`config.mk`:
```
export PLATFORM = sky130hd
export DESIGN_NAME = pll_lock_supervisor
export DESIGN_NICKNAME = d
export VERILOG_FILES = /design/src/rtl/pll_lock_supervisor.sv
export SDC_FILE = /design/constraint.sdc
export NUM_CORES = 1
export LEC_CHECK = 0
export ABC_CLOCK_PERIOD_IN_PS = 2400
export BUFFER_PORTS_ARGS = -buffer_cell sky130_fd_sc_hd__buf_2
export CAP_MARGIN = 15
export CORE_MARGIN = 2
export CORE_UTILIZATION = 26
export CTS_CLUSTER_SIZE = 16
export DETAILED_ROUTE_END_ITERATION = 12
export GPL_TIMING_DRIVEN = 0
export HOLD_SLACK_MARGIN = 0.08
export SLEW_MARGIN = 15
export SYNTH_ARGS = -nofsm -noshare
export SYNTH_HDL_FRONTEND = slang
export SYNTH_SLANG_ARGS = --single-unit
```
`constraint.sdc`:
```
create_clock -name CLKI -period 2.4 [get_ports CLKI]
set_input_delay 0 -clock CLKI [delete_from_list [all_inputs] [get_ports CLKI]]
set_output_delay 0 -clock CLKI [all_outputs]
set_load 0.02 [all_outputs]
```
`src/rtl/pll_lock_supervisor.sv`:
```
// pll_lock_supervisor
// Supervises NUM_PLL PLLs from the free-running reference clock: pulses each
// PLL reset, synchronises and qualifies LOCK, holds the downstream domain in
// reset until lock has been stable, and re-locks on loss or timeout.
// Sticky loss/timeout flags and saturating re-lock counters feed status.
module pll_lock_supervisor #(
    parameter int NUM_PLL             = 2,
    parameter int SYNC_STAGES         = 2,
    parameter int PLL_RST_CYCLES      = 16,
    parameter int LOCK_STABLE_CYCLES  = 1024,
    parameter int LOCK_TIMEOUT_CYCLES = 65536,
    parameter int CNT_W               = 8
) (
    input  logic                     CLKI,
    input  logic                     RST,
    input  logic [NUM_PLL-1:0]       LOCK_IN,
    input  logic [NUM_PLL-1:0]       FORCE_RELOCK,
    input  logic                     CLR_STICKY,
    output logic [NUM_PLL-1:0]       PLL_RST,
    output logic [NUM_PLL-1:0]       DOMAIN_RST,
    output logic                     ALL_READY,
    output logic [NUM_PLL-1:0]       LOCK_LOST,
    output logic [NUM_PLL-1:0]       TIMEOUT_ERR,
    output logic [NUM_PLL*CNT_W-1:0] RELOCK_CNT
);

    // One counter per channel serves all three timed phases, so it is sized
    // for the longest of them.
    localparam int MAX_AB  = (PLL_RST_CYCLES > LOCK_STABLE_CYCLES) ? PLL_RST_CYCLES : LOCK_STABLE_CYCLES;
    localparam int MAX_CYC = (MAX_AB > LOCK_TIMEOUT_CYCLES) ? MAX_AB : LOCK_TIMEOUT_CYCLES;
    localparam int TW      = (MAX_CYC > 1) ? $clog2(MAX_CYC) : 1;

    localparam logic [TW-1:0]    RST_LAST = TW'(PLL_RST_CYCLES - 1);
    localparam logic [TW-1:0]    STB_LAST = TW'(LOCK_STABLE_CYCLES - 1);
    localparam logic [TW-1:0]    TMO_LAST = TW'(LOCK_TIMEOUT_CYCLES - 1);
    localparam logic [CNT_W-1:0] CNT_MAX  = '1;

    typedef enum logic [1:0] {
        S_PLLRST = 2'd0,
        S_WAIT   = 2'd1,
        S_STABLE = 2'd2,
        S_RUN    = 2'd3
    } state_t;

    logic [NUM_PLL-1:0] r_sync [SYNC_STAGES];
    logic [NUM_PLL-1:0] w_lock_s;

    state_t             r_state     [NUM_PLL];
    state_t             w_state_nxt [NUM_PLL];
    logic [TW-1:0]      r_cnt       [NUM_PLL];
    logic [TW-1:0]      w_cnt_nxt   [NUM_PLL];
    logic [NUM_PLL-1:0] w_loss;
    logic [NUM_PLL-1:0] w_tmo;
    logic [NUM_PLL-1:0] w_pll_rst_nxt;
    logic [NUM_PLL-1:0] w_dom_rst_nxt;

    logic [NUM_PLL-1:0] r_pll_rst;
    logic [NUM_PLL-1:0] r_dom_rst;
    logic               r_all_ready;
    logic [NUM_PLL-1:0] r_lock_lost;
    logic [NUM_PLL-1:0] r_timeout_err;
    logic [CNT_W-1:0]   r_relock [NUM_PLL];

    // LOCK synchroniser chain; only its last stage is seen by the FSMs.
    always_ff @(posedge CLKI) begin
        if (RST) begin
            for (int k = 0; k < SYNC_STAGES; k++) r_sync[k] <= '0;
        end else begin
            r_sync[0] <= LOCK_IN;
            for (int k = 1; k < SYNC_STAGES; k++) r_sync[k] <= r_sync[k-1];
        end
    end

    assign w_lock_s = r_sync[SYNC_STAGES-1];

    // Per-channel state and phase counter registers.
    always_ff @(posedge CLKI) begin
        if (RST) begin
            for (int i = 0; i < NUM_PLL; i++) begin
                r_state[i] <= S_PLLRST;
                r_cnt[i]   <= '0;
            end
        end else begin
            for (int i = 0; i < NUM_PLL; i++) begin
                r_state[i] <= w_state_nxt[i];
                r_cnt[i]   <= w_cnt_nxt[i];
            end
        end
    end

    // Next-state logic; loss/timeout events are flagged even if a forced
    // re-lock lands on the same cycle.
    always_comb begin
        for (int i = 0; i < NUM_PLL; i++) begin
            w_state_nxt[i] = r_state[i];
            w_cnt_nxt[i]   = r_cnt[i];
            w_loss[i]      = 1'b0;
            w_tmo[i]       = 1'b0;
            case (r_state[i])
                S_PLLRST: begin
                    if (r_cnt[i] == RST_LAST) begin
                        w_state_nxt[i] = S_WAIT;
                        w_cnt_nxt[i]   = '0;
                    end else begin
                        w_cnt_nxt[i] = r_cnt[i] + TW'(1);
                    end
                end
                S_WAIT: begin
                    if (w_lock_s[i]) begin
                        w_state_nxt[i] = S_STABLE;
                        w_cnt_nxt[i]   = '0;
                    end else if (r_cnt[i] == TMO_LAST) begin
                        w_state_nxt[i] = S_PLLRST;
                        w_cnt_nxt[i]   = '0;
                        w_tmo[i]       = 1'b1;
                    end else begin
                        w_cnt_nxt[i] = r_cnt[i] + TW'(1);
                    end
                end
                S_STABLE: begin
                    if (!w_lock_s[i]) begin
                        w_state_nxt[i] = S_WAIT;
                        w_cnt_nxt[i]   = '0;
                    end else if (r_cnt[i] == STB_LAST) begin
                        w_state_nxt[i] = S_RUN;
                        w_cnt_nxt[i]   = '0;
                    end else begin
                        w_cnt_nxt[i] = r_cnt[i] + TW'(1);
                    end
                end
                S_RUN: begin
                    if (!w_lock_s[i]) begin
                        w_state_nxt[i] = S_PLLRST;
                        w_cnt_nxt[i]   = '0;
                        w_loss[i]      = 1'b1;
                    end
                end
                default: begin
                    w_state_nxt[i] = S_PLLRST;
                    w_cnt_nxt[i]   = '0;
                end
            endcase
            if (FORCE_RELOCK[i]) begin
                w_state_nxt[i] = S_PLLRST;
                w_cnt_nxt[i]   = '0;
            end
        end
    end

    // Output decode from the next state so the registered outputs change on
    // the same edge as the state.
    always_comb begin
        w_pll_rst_nxt = '0;
        w_dom_rst_nxt = '0;
        for (int i = 0; i < NUM_PLL; i++) begin
            w_pll_rst_nxt[i] = (w_state_nxt[i] == S_PLLRST);
            w_dom_rst_nxt[i] = (w_state_nxt[i] != S_RUN);
        end
    end

    // Registered outputs, sticky flags (set beats clear) and saturating counts.
    always_ff @(posedge CLKI) begin
        if (RST) begin
            r_pll_rst     <= '1;
            r_dom_rst     <= '1;
            r_all_ready   <= 1'b0;
            r_lock_lost   <= '0;
            r_timeout_err <= '0;
            for (int i = 0; i < NUM_PLL; i++) r_relock[i] <= '0;
        end else begin
            r_pll_rst   <= w_pll_rst_nxt;
            r_dom_rst   <= w_dom_rst_nxt;
            r_all_ready <= ~|r_dom_rst;
            for (int i = 0; i < NUM_PLL; i++) begin
                r_lock_lost[i]   <= w_loss[i] | (r_lock_lost[i] & ~CLR_STICKY);
                r_timeout_err[i] <= w_tmo[i] | (r_timeout_err[i] & ~CLR_STICKY);
                if ((w_loss[i] | w_tmo[i]) && (r_relock[i] != CNT_MAX)) begin
                    r_relock[i] <= r_relock[i] + CNT_W'(1);
                end
            end
        end
    end

    // Pack the per-channel counters onto the flat status bus.
    always_comb begin
        RELOCK_CNT = '0;
        for (int i = 0; i < NUM_PLL; i++) RELOCK_CNT[i*CNT_W +: CNT_W] = r_relock[i];
    end

    assign PLL_RST     = r_pll_rst;
    assign DOMAIN_RST  = r_dom_rst;
    assign ALL_READY   = r_all_ready;
    assign LOCK_LOST   = r_lock_lost;
    assign TIMEOUT_ERR = r_timeout_err;

endmodule
```
==> flow_summary_export.csv <==
group,metric,value,unit
run_status,run_status,"complete, no violations",
finish,drive_above_1_share,0.204,
logic_synthesis,synth_enable_flop_cells,16,
finish,final_net_count,388,
worst_hold_path,min_path_type,"in -> reg",
timing,slew_headroom,0.641,
timing,timing.clock.skew,0.00319,ns
die,floorplan.core_area,12000,um2
power_and_ir_drop,leakage,1.36,nW
finish,fin_util,0.323,
timing,finalCritPeriodShare,0.913,
detailed_routing,drt_iter0_markers,169,
die,floorplan.initialDensity,0.266,
die,die_width,115,um
logic_synthesis,synth_sequential_area_ratio,0.460,
clocking,worstSkewPairLatency,0.33,ns
finish,area_delta_synth_final,21.7,%
detailed_routing,post_drt_wl_per_cell,13.1,um
finish,leading_cell_types_in_the_layout_fill_and_taps_excluded,"sky130_fd_sc_hd__dfxtp_1 (49), sky130_fd_sc_hd__nor2_1 (47), sky130_fd_sc_hd__buf_2 (32)",
critical_path,critical_path_class,"reg -> reg",
run,maxCapViolations,0,
logic_synthesis,synth_warnings,0,
clocking,clock_tree_from_tritoncts,"built",
clocking,cts.reportedPaths.clkPinSlew,0.05,ns
placement,post-dp-hpwl,5010,um
power_and_ir_drop,vdd.ir_drop.worst,0.000353,V
global_route,grt_util_met3,0.0312,
placement,number_of_input_and_output_port_buffers_inserted,30,
global_route,use_met2,0.162,
clocking,clk_root_buffer_cell,"sky130_fd_sc_hd__clkbuf_16",
detailed_routing,detailedRoute.firstPassIterationCount,4,
critical_path,timing.critical_path.fanout_max,10,
global_route,grt.busiest_layer,"met2",
die,num_io_pins,32,
timing,slew_viol_final,0,
timing,hold_viol,0,
finish,multi_input_area,1640,um2
finish,fillerInstances,1220,
detailed_routing,routed-via-count,2527,
logic_synthesis,synthesized_netlist_net_count,340,
die,dieArea,13100,um2
finish,insertedDiodeCount,0,
critical_path,worstPathArrival,2.38,ns
timing,period_minus_slack,2.19,ns
global_route,globalRouteOverflowTotal,0,
timing,max_freq,456,MHz
power_and_ir_drop,power_per_cell_area,644,nW/um2
die,die_height,115,um
global_route,met1_usage_grt,0.154,
logic_synthesis,syn-mean-instance-area,9.66,um2
detailed_routing,ant_nets,0,
logic_synthesis,async_reset_ff_frac,0,
critical_path,required,2.59,ns
global_route,first_global_vias,2353,
finish,area.sequential,1460,um2
logic_synthesis,ys_seq_elements,65,
logic_synthesis,synthCells,329,
detailed_routing,routed_wirelength,6940,um
clocking,cts_buffers,9,
logic_synthesis,syn-cell-area,3180,um2
finish,layout_commonest_cell,"sky130_fd_sc_hd__dfxtp_1",
timing,endpoints_failing_setup,0,
detailed_routing,ratio_of_routed_vias_to_standard_cells,4.78,
placement,gp_congestion,0.807,
logic_synthesis,yosys_most_used_dff,"sky130_fd_sc_hd__dfxtp_1",
clocking,number_of_sinks_on_the_clock_net,65,
global_route,grt_first_pass_wirelength,11600,um
clocking,total_number_of_h_tree_levels,3,
timing,rsz0062_at_grt,"false",
logic_synthesis,synth.lib_cells_used.distinct,53,
global_route,grt_antenna_before_repair,0,
timing,worst_pin_slew,0.536,ns
critical_path,cp_launch_type,"flip-flop",
global_route,grt_use_total,0.113,
critical_path,crit_end_category,"flip-flop",
timing,setup_total_negative_slack,0,ns
die,floorplan.rows,40,
detailed_routing,route.detailed.drc,0,
global_route,grt_start_max_net_pins,11,
clocking,cts.path.max_buffers,2,
==> path summary, 6_finish.rpt <==
kind,start,end,slack (ns),depth (start not counted)
min,FORCE_RELOCK[0],r_cnt[0][0]$_SDFFE_PP0P_,0.43,3
max reg2reg,r_relock[0][0]$_SDFFCE_PN0P_,r_relock[0][4]$_SDFFCE_PN0P_,0.21,7
max,r_relock[0][0]$_SDFFCE_PN0P_,r_relock[0][4]$_SDFFCE_PN0P_,0.21,7
min reg2reg,r_sync[0][1]$_SDFF_PP0_,r_sync[0][3]$_SDFF_PP0_,0.43,1
==> registers in the layout, indices dropped and copies added (netlist names) <==
signal / cells
PLL_RST: 2
r_sync: 4
TIMEOUT_ERR: 2
DOMAIN_RST: 2
r_state: 4
ALL_READY: 1
r_cnt: 32
r_relock: 16
LOCK_LOST: 2
==> critical path: stages, from the launching register on <==
cell	delay, ns
sky130_fd_sc_hd__edfxtp_1	0.43
sky130_fd_sc_hd__ha_1	0.25
sky130_fd_sc_hd__and3_1	0.21
sky130_fd_sc_hd__and3_1	0.21
sky130_fd_sc_hd__a31o_2	0.26
sky130_fd_sc_hd__o31a_1	0.33
sky130_fd_sc_hd__buf_2	0.23
sky130_fd_sc_hd__nor2_1	0.12
==> where the power goes <==
group	leakage [nW]	total, mW	internal (mW)	switching (mW)
Combinational	0.658	0.0925	0.0421	0.0504
Clock	0.138	1.24	0.797	0.445
Sequential	0.561	1.15	1.14	0.0167
==> cell type report <==
cell class / instances / area share
multi-input combinational: 254 / 0.423
clock buffer: 12 / 0.0612
clock inverter: 4 / 0.0113
tap: 147 / 0.0476
sequential: 65 / 0.378
buffer: 9 / 0.0207
timing repair buffer: 37 / 0.0570
inverter: 1 / 0.000971
==> cell families (layout without fill, tap and decap cells) <==
family	Yosys count	in the layout	synth area share
AOI/OAI and AO/OA	31	31	0.0800
xor gates and xnor gates	40	40	0.110
DFF	65	65	0.460
and+or+nand+nor	179	179	0.308
adders and majority gates	4	4	0.0158
buffers and inverters	10	63	0.0260
==> per-layer routing <==
| metal | part of all wire | wire [um] |
|---|---|---|
| met2 | 0.43 | 3010 |
| met3 | 0.048 | 335 |
| met1 | 0.50 | 3480 |
| met4 | 0.017 | 117 |
| met5 | 0 | 0 |
==> through the flow <==
| stage | power (mW) | setup WS (ns) | instance area, um2 | std cells | hold slack (ns) |
|---|---|---|---|---|---|
| floorplan | 1.23 | 0.177 | 3180 | 329 | 0.0887 |
| global placement | 1.26 | 0.103 | 3510 | 506 | 0.217 |
| detailed placement | 1.26 | 0.0725 | 3510 | 506 | 0.225 |
| CTS | 2.52 | 0.0489 | 3860 | 529 | 0.434 |
| global route | 2.59 | 0.0206 | 3870 | 529 | 0.459 |
| finish | 2.49 | 0.208 | 3870 | 529 | 0.431 |
==> Yosys cell counts, drive strengths merged (5+ instances only) <==
cell    number  share of area
nand4       12          0.024
nand2       17          0.020
nor4        11          0.030
clkbuf       5         0.0059
edfxtp      16           0.15
a21oi        7          0.011
nor2b       10          0.020
xnor2       22          0.061
xor2        18          0.050
nor3         6          0.011
nand2b       9          0.018
nor2        59          0.079
and3        16          0.032
or2          7          0.014
dfxtp       49           0.31
nand3       22          0.035
==> repair_timing <==
action / 4_1_cts / 5_1_grt
gates resized for setup: 0 / 4
endpoints found under the setup margin: 0 / 18
hold buffers: 7 / 0
endpoints found under the hold margin: 14 / 0
setup buffers: 0 / 0
Power figures use the tool's default switching activity.
